## src/rtl/key_debounce.sv

```systemverilog
// key_debounce: turns one raw, bouncing push-button into a clean debounced
// level, a single-clock press pulse, a single-clock release pulse and a
// wrapping 8-bit press counter.  The press pulse is meant to trigger exactly
// one downstream action per physical press.

module key_debounce #(
    parameter int unsigned    N              = 20,
    parameter logic [N-1:0]   T_20MS         = 20'hF_4240,
    parameter bit             KEY_ACTIVE_LOW = 1'b1
) (
    input  logic       clk,
    input  logic       rst,
    input  logic       key_in,
    output logic       press_pulse,
    output logic       release_pulse,
    output logic       key_level,
    output logic [7:0] press_cnt
);

    // Raw pin level that means "not pressed"; the synchronizer idles here.
    localparam logic RELEASED_LEVEL = KEY_ACTIVE_LOW ? 1'b1 : 1'b0;

    // The wait states count T_20MS-1 down to 0, so together with the sample
    // that entered the wait state a transition needs T_20MS+1 stable samples.
    localparam logic [N-1:0] CNT_LOAD = T_20MS - N'(1);

    typedef enum logic [1:0] {
        K_IDLE         = 2'd0,
        K_PRESS_WAIT   = 2'd1,
        K_PRESSED      = 2'd2,
        K_RELEASE_WAIT = 2'd3
    } key_state_t;

    logic [1:0]  sync_q;
    logic        key_s;
    key_state_t  state_q;
    logic [N-1:0] cnt_q;
    logic        press_pulse_q;
    logic        release_pulse_q;
    logic        key_level_q;
    logic [7:0]  press_cnt_q;

    // Two-flop synchronizer for the asynchronous button pin.
    always_ff @(posedge clk) begin
        if (rst) begin
            sync_q <= {2{RELEASED_LEVEL}};
        end else begin
            sync_q <= {sync_q[0], key_in};
        end
    end

    // Normalise polarity so the FSM always sees 1 = pressed.
    assign key_s = KEY_ACTIVE_LOW ? ~sync_q[1] : sync_q[1];

    // Debounce FSM with window counter and registered status outputs.
    always_ff @(posedge clk) begin
        if (rst) begin
            state_q         <= K_IDLE;
            cnt_q           <= '0;
            press_pulse_q   <= 1'b0;
            release_pulse_q <= 1'b0;
            key_level_q     <= 1'b0;
            press_cnt_q     <= 8'h00;
        end else begin
            press_pulse_q   <= 1'b0;
            release_pulse_q <= 1'b0;
            case (state_q)
                K_IDLE: begin
                    if (key_s) begin
                        state_q <= K_PRESS_WAIT;
                        cnt_q   <= CNT_LOAD;
                    end
                end
                K_PRESS_WAIT: begin
                    if (!key_s) begin
                        state_q <= K_IDLE;
                    end else if (cnt_q == '0) begin
                        state_q       <= K_PRESSED;
                        press_pulse_q <= 1'b1;
                        key_level_q   <= 1'b1;
                        press_cnt_q   <= press_cnt_q + 8'd1;
                    end else begin
                        cnt_q <= cnt_q - N'(1);
                    end
                end
                K_PRESSED: begin
                    if (!key_s) begin
                        state_q <= K_RELEASE_WAIT;
                        cnt_q   <= CNT_LOAD;
                    end
                end
                K_RELEASE_WAIT: begin
                    if (key_s) begin
                        state_q <= K_PRESSED;
                    end else if (cnt_q == '0) begin
                        state_q         <= K_IDLE;
                        release_pulse_q <= 1'b1;
                        key_level_q     <= 1'b0;
                    end else begin
                        cnt_q <= cnt_q - N'(1);
                    end
                end
                default: begin
                    state_q     <= K_IDLE;
                    cnt_q       <= '0;
                    key_level_q <= 1'b0;
                end
            endcase
        end
    end

    assign press_pulse   = press_pulse_q;
    assign release_pulse = release_pulse_q;
    assign key_level     = key_level_q;
    assign press_cnt     = press_cnt_q;

endmodule
```

## config.mk

```make
export PLATFORM = sky130hd
export DESIGN_NAME = key_debounce
export DESIGN_NICKNAME = d
export VERILOG_FILES = /design/src/rtl/key_debounce.sv
export SDC_FILE = /design/constraint.sdc
export NUM_CORES = 1
export LEC_CHECK = 0
export ABC_AREA = 1
export BUFFER_PORTS_ARGS = -buffer_cell sky130_fd_sc_hd__clkbuf_2
export CAP_MARGIN = 20
export CELL_PAD_IN_SITES_DETAIL_PLACEMENT = 0
export CELL_PAD_IN_SITES_GLOBAL_PLACEMENT = 1
export CORE_ASPECT_RATIO = 1.75
export CORE_MARGIN = 1
export CORE_UTILIZATION = 35
export CTS_BUF_LIST = sky130_fd_sc_hd__clkbuf_4 sky130_fd_sc_hd__clkbuf_8
export CTS_CLUSTER_SIZE = 24
export DETAILED_ROUTE_END_ITERATION = 16
export PLACE_DENSITY = 0.7
export SLEW_MARGIN = 20
export SYNTH_ARGS = -nofsm -noshare
export SYNTH_HDL_FRONTEND = slang
export SYNTH_SLANG_ARGS = --single-unit
```

## constraint.sdc

```tcl
create_clock -name clk -period 2 [get_ports clk]
set_clock_uncertainty 0.05 [all_clocks]
set_input_delay 0.4 -clock clk [delete_from_list [all_inputs] [get_ports clk]]
set_output_delay 0.4 -clock clk [all_outputs]
set_load 0.05 [all_outputs]
```

==> metrics.log, run 1 <==
INFO  metric dr.pass1.iters = 4
INFO  metric global_route_wire_length_before_repair = 9.38 mm
INFO  metric route.met2.wl = 3.39 mm
INFO  metric crit_path_start = cnt_q[0]
INFO  metric finalHoldViolations = 0
INFO  metric timing.final.setup_violations = 0
INFO  metric post_drt_via_cell_ratio = 4.71
INFO  metric seq_area = 701 sq um
INFO  metric cts_root_buf = clkbuf_8
INFO  metric dp_hpwl = 4.44 mm
INFO  metric reg2reg_to = press_cnt[6]
INFO  metric synth_cell_types = 30
INFO  metric clkLatencyLatePin = 0.30 ns
INFO  metric synth_fp_nets = 328
INFO  metric synth-main-ff-cell = dfxtp_1
INFO  metric holdCritPathClass = in2reg
INFO  metric post_cts.resized_instances = 0
INFO  metric power-per-cell-area = 718 nW/um^2
INFO  metric maximum_number_of_pins_on_one_net_before_global_route_repair = 25
INFO  metric die_w = 59.6 um
INFO  metric crit_path_cells = inv_1 > ha_1 > inv_1 > nor2_1 > buf_4 > nand2_1 > nor2_2 > nand3_4 > nor2_4 > nand2_1 > o21ai_1 > nor2_1
INFO  metric worst_r2r_startpoint = cnt_q[0]
INFO  metric fill_cell_total_of_the_finished_layout = 661
INFO  metric ff2ff_path_depth = 12
INFO  metric drtAntennaViolNets = 0
INFO  metric initial_core_util = 36.4%
INFO  metric power.leakage = 1.11 nW
INFO  metric timing_worst_slew_pin_value = 0.503 ns
INFO  metric placement.io_buffers = 13
INFO  metric detailedPlace.worstSlack = 0.0435 ns
INFO  metric yosysSeqAreaShare = 34.4%
INFO  metric finalCritPeriodShare = 89.7%
INFO  metric synth_top_family_by_area = simple AND/OR/NAND/NOR gates
INFO  metric worst_case_vdd_ir_drop = 0.444 mV
INFO  metric worst_slack = 0.207 ns
INFO  metric initialDrtViolationCount = 27
INFO  metric worstHoldStart = key_in
INFO  metric timing.critical_path.from_type = flip-flop
INFO  metric fmax = 558 MHz
INFO  metric routabilityCongestion = 0.774
INFO  metric cp_slowest_cell = dfxtp_1
INFO  metric cp_delay_by_family_top = simple AND/OR/NAND/NOR gates
INFO  metric post_synth_design_cell_area = 2030 sq um
INFO  metric grt-ovfl-total = 0
INFO  metric drc_errors = 0
INFO  metric fp-row-count = 36
INFO  metric wl = 5.73 mm
INFO  metric synth_xor_area_share = 2.15%
INFO  metric leading_cell_types_in_the_layout_fill_and_taps_excluded = nand2_1, nor2_1, dfxtp_1
INFO  metric timing_worst_setup_path_type = reg2reg
INFO  metric multiInputGateArea = 1170 sq um
INFO  metric setup_repair_after_global_routing_missed_its_margin = true
INFO  metric share_of_synthesized_cell_area_in_and_or_nand_and_nor_gates = 43.2%
INFO  metric synth_fa_ha_area_share = 1.85%
INFO  metric cts_tree = built
INFO  metric postSynth.asyncResetShare = 0%
INFO  metric result_of_the_run = complete, no violations
INFO  metric wirelength_met1 = 2.06 mm
INFO  metric die_y = 103 um
INFO  metric worst_slew_margin_rel = 66.4%
INFO  metric cts_made_buffers = 5
INFO  metric end_of_the_worst_hold_path = sync_q[0]
INFO  metric vias = 2028
INFO  metric design.final.nets = 360
INFO  metric grtUsageTotal = 21.4%
INFO  metric met3_length = 110 um
INFO  metric layout-area-overhead-vs-synth = 18.1%
INFO  metric hold_depth = 2
INFO  metric reg2reg_setup_slack = 0.21 ns
INFO  metric synth_enable_flop_cells = 0
INFO  metric layout.cells.most_common = nand2_1
INFO  metric crit_path_max_fo = 7
INFO  metric synth_mux_area_share = 0%
INFO  metric cp_num_buf_inv = 3
INFO  metric cts.sink_count = 35
INFO  metric postSynthAreaPerCell = 6.32 sq um
INFO  metric cts_setup_buffers = 0
INFO  metric placed_cells_incl_taps = 423
INFO  metric route.top_layer_used = met4
INFO  metric antenna_found_initial = 0
INFO  metric core_ar = 5590 sq um
INFO  metric drive_gt1_share = 16.1%
INFO  metric pin_count = 14
INFO  metric cap_viol_max_count = 0
INFO  metric cp_data_arrival_time = 1.94 ns
INFO  metric n_antenna_cell = 0
INFO  metric critPathRequiredTime = 2.14 ns
INFO  metric timing.critical_path.slowest_cell_delay = 0.31 ns
INFO  metric synthesis.instances = 322
INFO  metric layoutNonFillerInstCount = 431
INFO  metric yosys_warnings = 0
INFO  metric first_global_vias = 1985
INFO  metric clock_transition_time_at_the_flip_flop_clock_pins_of_the_worst_setup_and_hold_paths = 0.07 ns
INFO  metric detail_route.wl_per_cell = 13.3 um
INFO  metric slew_viol_final = 0
INFO  metric h-tree-depth = 2
INFO  metric period_minus_slack = 1.79 ns
INFO  metric die_area = 6130 sq um
INFO  metric holdBufCountCts = 0
INFO  metric worstSetupEndpointType = flip-flop
INFO  metric total_of_flip_flops_plus_latches_after_synthesis = 35
INFO  metric maximum_root_to_sink_buffer_count = 2
INFO  metric critical_path_cell_count = 12
INFO  metric synth-compound-area-share = 9.47%
==> sequential cells by signal, indices dropped and copies added, names as in the netlist, named ones only <==
signal / flops
press_pulse: 1
cnt_q: 20
state_q: 1
release_pulse: 1
key_level: 1
sync_q: 2
press_cnt: 8
==> report_power, final <==
group / switching, mW / internal, mW / total [mW]
Sequential: 0.0229 / 0.722 / 0.745
Combinational: 0.290 / 0.162 / 0.452
Clock: 0.271 / 0.257 / 0.528
==> per-layer routing <==
| metal | GRT usage (%) | vias to the layer above |
|---|---|---|
| li1 | - | 1080 |
| met1 | 19.0 | 913 |
| met2 | 43.9 | 24 |
| met3 | 3.39 | 11 |
| met4 | 10.2 | 0 |
| met5 | 0 | - |
==> how the worst max path moves through the flow <==
stage                        end  slack, ns
floorplan              cnt_q[12]       0.38
global placement        cnt_q[5]       0.04
detailed placement      cnt_q[5]       0.04
CTS                     cnt_q[5]       0.03
global route        press_cnt[6]      -0.02
finish              press_cnt[6]       0.21
==> Yosys cell counts, types with 2 or more instances <==
library cell  instances  share of area (%)
a211oi_2              2                1.2
a21oi_1              17                4.2
buf_6                 2                1.1
clkbuf_1              4               0.74
dfxtp_1              35                 34
ha_1                  3                1.8
inv_1                34                6.3
nand2_1              81                 15
nand3_1              27                6.6
nand3b_1              3                1.1
nand4_1               3               0.92
nor2_1               67                 12
nor2_2                6                1.8
nor3_1                9                2.2
o21ai_0               7                1.7
o21ai_1               2               0.49
o31ai_1               2               0.74
or2_2                 3               0.92
xor2_1                4                1.7
==> per-stage QoR <==
| stage | total power [mW] | hold slack [ns] | area [sq um] | util, % | TNS [ns] |
|---|---|---|---|---|---|
| 2_1_floorplan | 1.08 | 0.339 | 2030 | - | 0 |
| 4_1_cts | 1.74 | 0.229 | 2380 | 42.6 | 0 |
| 3_5_place_dp | 1.21 | 0.349 | 2290 | 41.0 | 0 |
| 6_report | 1.72 | 0.231 | 2400 | 43.0 | 0 |
| 3_3_place_gp | 1.21 | 0.357 | 2290 | 41.0 | 0 |
| 5_1_grt | 1.83 | 0.229 | 2400 | 43.0 | -0.0151 |
==> final cells by class <==
type | count | area share (%)
Clock inverter | 2 | 0.521
Sequential cell | 35 | 29.2
Multi-Input combinational cell | 244 | 48.9
Timing Repair Buffer | 32 | 8.65
Tap cell | 76 | 3.96
Clock buffer | 6 | 3.18
Inverter | 36 | 5.63
==> kinds of logic after synthesis <==
logic type	count (synthesis)
adders and majority gates	3
xor gates and xnor gates	5
DFF	35
AOI/OAI and AO/OA	33
buffers and inverters	43
and+or+nand+nor	203
No activity file was read; power rests on OpenSTA's default activity.
==> inputs of run 2 (changes only) <==
--- a/config.mk
+++ b/config.mk
@@ -14,9 +14,11 @@
 export CORE_MARGIN = 1
 export CORE_UTILIZATION = 35
 export CTS_BUF_LIST = sky130_fd_sc_hd__clkbuf_4 sky130_fd_sc_hd__clkbuf_8
+export CTS_CLUSTER_DIAMETER = 40
 export CTS_CLUSTER_SIZE = 24
 export DETAILED_ROUTE_END_ITERATION = 16
 export PLACE_DENSITY = 0.7
+export RECOVER_POWER = 50
 export SLEW_MARGIN = 20
 export SYNTH_ARGS = -nofsm -noshare
 export SYNTH_HDL_FRONTEND = slang
==> run 2 against run 1 <==
Against the previous run: hold slack better by 0.00080 ns; clock power hardly changed; combinational power hardly changed; first-iteration DRC count is 7.4% higher; register-to-register slack hardly changed; routed wire length is 0.54% lower; final area is 0.57% lower; global-route usage stayed put; sequential power hardly changed.
==> metrics.log, run 2 (synthesized netlist as in run 1, its figures left out) <==
INFO  metric holdCritPathClass = in2reg (unchanged)
INFO  metric design.final.nets = 360 (unchanged)
INFO  metric setup_repair_after_global_routing_missed_its_margin = true (unchanged)
INFO  metric initial_core_util = 36.4% (unchanged)
INFO  metric result_of_the_run = complete, no violations (unchanged)
INFO  metric leading_cell_types_in_the_layout_fill_and_taps_excluded = nand2_1, nor2_1, dfxtp_1 (unchanged)
INFO  metric finish.utilization = 42.8% (was 43.0%)
INFO  metric slew_viol_final = 0 (unchanged)
INFO  metric pin_count = 14 (unchanged)
INFO  metric drive_gt1_share = 13.0% (was 16.1%)
INFO  metric detail_route.wl_per_cell = 13.2 um (was 13.3 um)
INFO  metric dp_hpwl = 4.44 mm (unchanged)
INFO  metric power.leakage = 1.07 nW (was 1.11 nW)
INFO  metric die_w = 59.6 um (unchanged)
INFO  metric fmax = 553 MHz (was 558 MHz)
INFO  metric report.power.total = 1.72 mW (about the same)
INFO  metric final_design_area_no_fill = 2390 sq um (was 2400 sq um)
INFO  metric maximum_root_to_sink_buffer_count = 2 (unchanged)
INFO  metric post_drt_via_cell_ratio = 4.77 (was 4.71)
INFO  metric placed_cells_incl_taps = 423 (unchanged)
INFO  metric worst_slew_margin_rel = 60.4% (was 66.4%)
INFO  metric cts_tree = built (unchanged)
INFO  metric placed_area = 2290 sq um (unchanged)
INFO  metric placement.io_buffers = 13 (unchanged)
INFO  metric die_y = 103 um (unchanged)
INFO  metric clock_transition_time_at_the_flip_flop_clock_pins_of_the_worst_setup_and_hold_paths = 0.07 ns (about the same)
INFO  metric drtAntennaViolNets = 0 (unchanged)
INFO  metric cts.sink_count = 35 (unchanged)
INFO  metric drc_errors = 0 (unchanged)
INFO  metric timing_worst_slew_pin_value = 0.596 ns (was 0.503 ns)
INFO  metric first_global_vias = 1985 (unchanged)
INFO  metric crit_path_max_fo = 7 (unchanged)
INFO  metric tns = 0 ns (unchanged)
INFO  metric wl = 5.70 mm (was 5.73 mm)
INFO  metric layoutNonFillerInstCount = 431 (unchanged)
INFO  metric antenna_found_initial = 0 (unchanged)
INFO  metric cts_root_buf = clkbuf_8 (unchanged)
INFO  metric power-per-cell-area = 722 nW/um^2 (was 718 nW/um^2)
INFO  metric dr.pass1.iters = 4 (unchanged)
INFO  metric cp_data_arrival_time = 1.98 ns (was 1.94 ns)
INFO  metric n_antenna_cell = 0 (unchanged)
INFO  metric period_minus_slack = 1.81 ns (was 1.79 ns)
INFO  metric maximum_number_of_pins_on_one_net_before_global_route_repair = 25 (unchanged)
INFO  metric fp-row-count = 36 (unchanged)
INFO  metric timing.final.setup_violations = 0 (unchanged)
INFO  metric grtUsageTotal = 21.4% (unchanged)
INFO  metric global_route_wire_length_before_repair = 9.38 mm (unchanged)
INFO  metric finalCritPeriodShare = 90.4% (was 89.7%)
INFO  metric timing_worst_setup_path_type = reg2reg (unchanged)
INFO  metric vias = 2054 (was 2028)
INFO  metric critPathRequiredTime = 2.18 ns (was 2.14 ns)
INFO  metric layout.cells.most_common = nand2_1 (unchanged)
INFO  metric worst_slack = 0.193 ns (was 0.207 ns)
INFO  metric worst_case_vdd_ir_drop = 0.442 mV (was 0.444 mV)
INFO  metric detailedPlace.worstSlack = 0.0435 ns (unchanged)
INFO  metric largest_register_ff_count = 20 (unchanged)
INFO  metric layout-area-overhead-vs-synth = 17.4% (was 18.1%)
INFO  metric die_area = 6130 sq um (unchanged)
INFO  metric cts_made_buffers = 5 (unchanged)
INFO  metric h-tree-depth = 2 (unchanged)
INFO  metric worstSetupEndpointType = flip-flop (unchanged)
INFO  metric timing.critical_path.from_type = flip-flop (unchanged)
INFO  metric largest-register = cnt_q (unchanged)
INFO  metric routabilityCongestion = 0.774 (unchanged)
INFO  metric finalHoldViolations = 0 (unchanged)
INFO  metric grt-ovfl-total = 0 (unchanged)
INFO  metric core_ar = 5590 sq um (unchanged)
INFO  metric hold-worst-slack = 0.232 ns (was 0.231 ns)
INFO  metric clkLatencyLatePin = 0.30 ns (about the same)
INFO  metric cap_viol_max_count = 0 (unchanged)
INFO  metric initialDrtViolationCount = 29 (was 27)
-- run 2: per-layer routing --
layer | GRT usage (%) | vias to the layer above | part of all wire, %
met3 | 3.39 | 11 | 2.5
met1 | 19.0 | 928 | 35
met2 | 43.9 | 37 | 60
met4 | 10.2 | 0 | 2.9
li1 | - | 1078 | -
met5 | 0 | - | 0
-- run 2: worst max-delay path: stages (launching register included) --
cell and delay, ns:
dfxtp_1 0.31, inv_1 0.07, ha_1 0.17, inv_1 0.05, nor2_1 0.11, nand3_1 0.08, nor2_1 0.22, nand3_1 0.31
o21ai_1 0.22, inv_1 0.05, nor3_1 0.11
-- run 2: cell type report --
class	count	area, sq um
clock inverter	2	12.5
inverter	36	135
tap	76	95.1
timing repair buffer	32	194
fill	666	3200
multi-input combinational	244	1170
sequential	35	701
clock buffer	6	76.3
-- run 2: worst paths after layout --
check	cells after the start	startpoint	slack, ns	endpoint
setup / recovery	10	cnt_q[0]	0.19	press_cnt[3]
hold reg to reg	1	sync_q[0]	0.37	sync_q[1]
hold / removal	2	key_in	0.23	sync_q[0]
setup reg to reg	10	cnt_q[0]	0.19	press_cnt[3]
-- run 2: report_power, final --
group / switching (mW) / total, mW / internal (mW)
clock network: 0.271 / 0.528 / 0.257
registers: 0.0230 / 0.745 / 0.722
logic: 0.289 / 0.452 / 0.162
-- run 2: repair_timing --
action                                 in CTS  in global routing
gates resized for setup                     0                  3
hold buffers                                0                  0
setup buffers                               0                  0
endpoints found under the hold margin       0                  0
setup endpoints to repair                   0                 18
==> inputs of run 3 (changes only) <==
--- a/config.mk
+++ b/config.mk
@@ -5,7 +5,6 @@
 export SDC_FILE = /design/constraint.sdc
 export NUM_CORES = 1
 export LEC_CHECK = 0
-export ABC_AREA = 1
 export BUFFER_PORTS_ARGS = -buffer_cell sky130_fd_sc_hd__clkbuf_2
 export CAP_MARGIN = 20
 export CELL_PAD_IN_SITES_DETAIL_PLACEMENT = 0
@@ -17,7 +16,7 @@
 export CTS_CLUSTER_DIAMETER = 40
 export CTS_CLUSTER_SIZE = 24
 export DETAILED_ROUTE_END_ITERATION = 16
-export PLACE_DENSITY = 0.7
+export PLACE_DENSITY = 0.67
 export RECOVER_POWER = 50
 export SLEW_MARGIN = 20
 export SYNTH_ARGS = -nofsm -noshare
==> run 3 against run 2 <==
Against the previous run: the run now ends with negative setup slack left; routed wire length shrank 34%; flip-flop and latch count unchanged; hold slack gained 0.019 ns; critical path type unchanged; highest routed layer unchanged.
==> metrics.log, run 3 <==
INFO  metric result_of_the_run = complete, but fails checks (was complete, no violations)
INFO  metric failed_checks = negative setup slack
INFO  metric n_antenna_cell = 0 (unchanged)
INFO  metric synth_area_leader_cell = dfxtp_1 (unchanged)
INFO  metric holdBufCountCts = 0 (unchanged)
INFO  metric synthDominantCellAreaShare = 43.2% (was 34.4%)
INFO  metric cts_setup_buffers = 0 (unchanged)
INFO  metric die_area = 4920 sq um (was 6130 sq um)
INFO  metric drive_gt1_share = 26.9% (was 13.0%)
INFO  metric timing.critical_path.from_type = flip-flop (unchanged)
INFO  metric fp-row-count = 32 (was 36)
INFO  metric post_drt_via_cell_ratio = 5.46 (was 4.77)
INFO  metric cts_made_buffers = 5 (unchanged)
INFO  metric yosys_warnings = 0 (unchanged)
INFO  metric postSynth.asyncResetShare = 0% (unchanged)
INFO  metric timing_worst_slew_pin_value = 0.602 ns (was 0.596 ns)
INFO  metric layout.cells.most_common = dfxtp_1 (was nand2_1)
INFO  metric antenna_found_initial = 0 (unchanged)
INFO  metric routabilityCongestion = 0.812 (was 0.774)
INFO  metric cts.sink_count = 35 (unchanged)
INFO  metric postSynthAreaPerCell = 8.92 sq um (was 6.32 sq um)
INFO  metric fmax = 481 MHz (was 553 MHz)
INFO  metric critical_path.most_common_cell = or4_4 (was inv_1)
INFO  metric crit_path_cells = or4_4 > or4_4 > o21ai_2 > buf_6 > nor4_1 > o21ba_2 (was inv_1 > ha_1 > inv_1 > nor2_1 > nand3_1 > nor2_1 > nand3_1 > o21ai_1 > inv_1 > nor3_1)
INFO  metric placement.io_buffers = 13 (unchanged)
INFO  metric synthesis.instances = 182 (was 322)
INFO  metric global_route_wire_length_before_repair = 6.55 mm (was 9.38 mm)
INFO  metric grt-ovfl-total = 0 (unchanged)
INFO  metric wl = 3.77 mm (was 5.70 mm)
INFO  metric layout-area-overhead-vs-synth = 28.5% (was 17.4%)
INFO  metric die_w = 53.5 um (was 59.6 um)
INFO  metric period_minus_slack = 2.08 ns (was 1.81 ns)
INFO  metric synth-main-ff-cell = dfxtp_1 (unchanged)
INFO  metric vias = 1496 (was 2054)
INFO  metric synth_enable_flop_cells = 0 (unchanged)
INFO  metric power.leakage = 0.747 nW (was 1.07 nW)
INFO  metric largest_register_ff_count = 20 (unchanged)
INFO  metric slew_viol_final = 0 (unchanged)
INFO  metric core_ar = 4440 sq um (was 5590 sq um)
INFO  metric initialDrtViolationCount = 25 (was 29)
INFO  metric cts_root_buf = clkbuf_8 (unchanged)
INFO  metric cap_viol_max_count = 0 (unchanged)
INFO  metric total_of_flip_flops_plus_latches_after_synthesis = 35 (unchanged)
INFO  metric clkLatencyLatePin = 0.29 ns (was 0.30 ns)
INFO  metric power-per-cell-area = 846 nW/um^2 (was 722 nW/um^2)
INFO  metric synth_top_cells_by_count = dfxtp_1, nor2_1, a21oi_1 (was nand2_1, nor2_1, dfxtp_1)
INFO  metric maximum_root_to_sink_buffer_count = 2 (unchanged)
INFO  metric largest-register = cnt_q (unchanged)
INFO  metric report.power.total = 1.76 mW (was 1.72 mW)
INFO  metric holdCritPathClass = in2reg (unchanged)
INFO  metric detail_route.wl_per_cell = 13.8 um (was 13.2 um)
INFO  metric setup_repair_after_global_routing_missed_its_margin = true (unchanged)
INFO  metric finalHoldViolations = 0 (unchanged)
INFO  metric cp_data_arrival_time = 2.21 ns (was 1.98 ns)
INFO  metric leading_cell_types_in_the_layout_fill_and_taps_excluded = dfxtp_1, buf_4, nor2_1 (was nand2_1, nor2_1, dfxtp_1)
INFO  metric timing_worst_setup_path_type = reg2reg (unchanged)
INFO  metric synth_cell_types = 39 (was 30)
INFO  metric maximum_number_of_pins_on_one_net_before_global_route_repair = 19 (was 25)
INFO  metric dr.pass1.iters = 6 (was 4)
INFO  metric synth_fp_nets = 188 (was 328)
INFO  metric timing.final.setup_violations = 13 (was 0)
INFO  metric finalCritPeriodShare = 104% (was 90.4%)
INFO  metric worst_slew_margin_rel = 60.1% (was 60.4%)
INFO  metric grtUsageTotal = 18.0% (was 21.4%)
INFO  metric cp_slowest_cell = or4_4 (was dfxtp_1)
INFO  metric detailedPlace.worstSlack = -0.0959 ns (was 0.0435 ns)
INFO  metric dp_hpwl = 2.86 mm (was 4.44 mm)
INFO  metric die_y = 92.1 um (was 103 um)
INFO  metric initial_core_util = 36.5% (was 36.4%)
INFO  metric timing.critical_path.slowest_cell_delay = 0.54 ns (was 0.31 ns)
INFO  metric ys_top_cells_by_area = dfxtp_1, xnor2_1, a21oi_1 (was dfxtp_1, nand2_1, nor2_1)
INFO  metric yosysSeqAreaShare = 43.2% (was 34.4%)
INFO  metric first_global_vias = 1506 (was 1985)
INFO  metric cts_tree = built (unchanged)
INFO  metric post_synth_design_cell_area = 1620 sq um (was 2030 sq um)
INFO  metric h-tree-depth = 2 (unchanged)
INFO  metric worst_case_vdd_ir_drop = 0.653 mV (was 0.442 mV)
INFO  metric drtAntennaViolNets = 0 (unchanged)
INFO  metric critPathRequiredTime = 2.14 ns (was 2.18 ns)
INFO  metric pin_count = 14 (unchanged)
INFO  metric worst_slack = -0.0774 ns (was 0.193 ns)
INFO  metric design.final.nets = 228 (was 360)
INFO  metric drc_errors = 0 (unchanged)
INFO  metric synth_most_common_cell = dfxtp_1 (was nand2_1)
INFO  metric clock_transition_time_at_the_flip_flop_clock_pins_of_the_worst_setup_and_hold_paths = 0.07 ns (about the same)
INFO  metric crit_path_max_fo = 10 (was 7)
INFO  metric worstSetupEndpointType = flip-flop (unchanged)
[run 3: through the flow]
step / hold slack, ns / std cells / instance area [sq um] / setup TNS (ns) / utilization (%)
floorplan: 0.339 / 182 / 1630 / -0.899 / -
global placement: 0.350 / 266 / 1930 / -0.441 / 43.5
detailed placement: 0.354 / 266 / 1930 / -0.557 / 43.5
CTS: 0.255 / 274 / 2060 / -0.655 / 46.3
global route: 0.249 / 274 / 2080 / -1.91 / 46.9
finish: 0.251 / 274 / 2080 / -0.524 / 46.9
[run 3: worst max-delay path, delay by kind of cell, from the launching register on]
| kind | cells | cell delay (ns) |
|---|---|---|
| compound gates | 2 | 0.36 |
| simple gates | 3 | 1.08 |
| flops | 1 | 0.32 |
| buf+inv | 1 | 0.15 |
[run 3: worst paths after layout]
kind | start | to | slack, ns | cells past startpoint
setup / recovery | cnt_q[7] | cnt_q[10] | -0.08 | 6
hold / removal | key_in | sync_q[0] | 0.25 | 2
setup reg to reg | cnt_q[7] | cnt_q[10] | -0.08 | 6
hold reg to reg | sync_q[0] | sync_q[1] | 0.37 | 1
[run 3: cells by family after synthesis]
family / synth area share, %
simple gates: 25.8
buf+inv: 3.08
flops: 43.2
compound gates: 16.4
mux: 0.617
fa+ha+maj: 2.31
xor+xnor: 8.64
[run 3: cell type report]
cell class | instances | area, sq um
inverter | 5 | 18.8
timing repair buffer | 41 | 269
multi-input combinational | 134 | 927
tap | 51 | 63.8
fill | 446 | 2360
sequential | 35 | 702
clock buffer | 8 | 104
[run 3: where the power goes]
group	internal [mW]	total [mW]	switching, mW	leakage, nW
registers	0.739	0.771	0.0322	0.285
clock network	0.328	0.579	0.251	0.0549
logic	0.188	0.414	0.226	0.407
[run 3: what timing repair did]
action / CTS / global route
endpoints found under the setup margin: 16 / 25
pin swaps: 2 / 2
resized for setup: 3 / 12
[run 3: metal layers]
metal  GRT usage [%]  wire [um]
met1            18.3       1460
met2            33.1       2150
met3            4.48         97
met4            6.58         64
met5               0          0
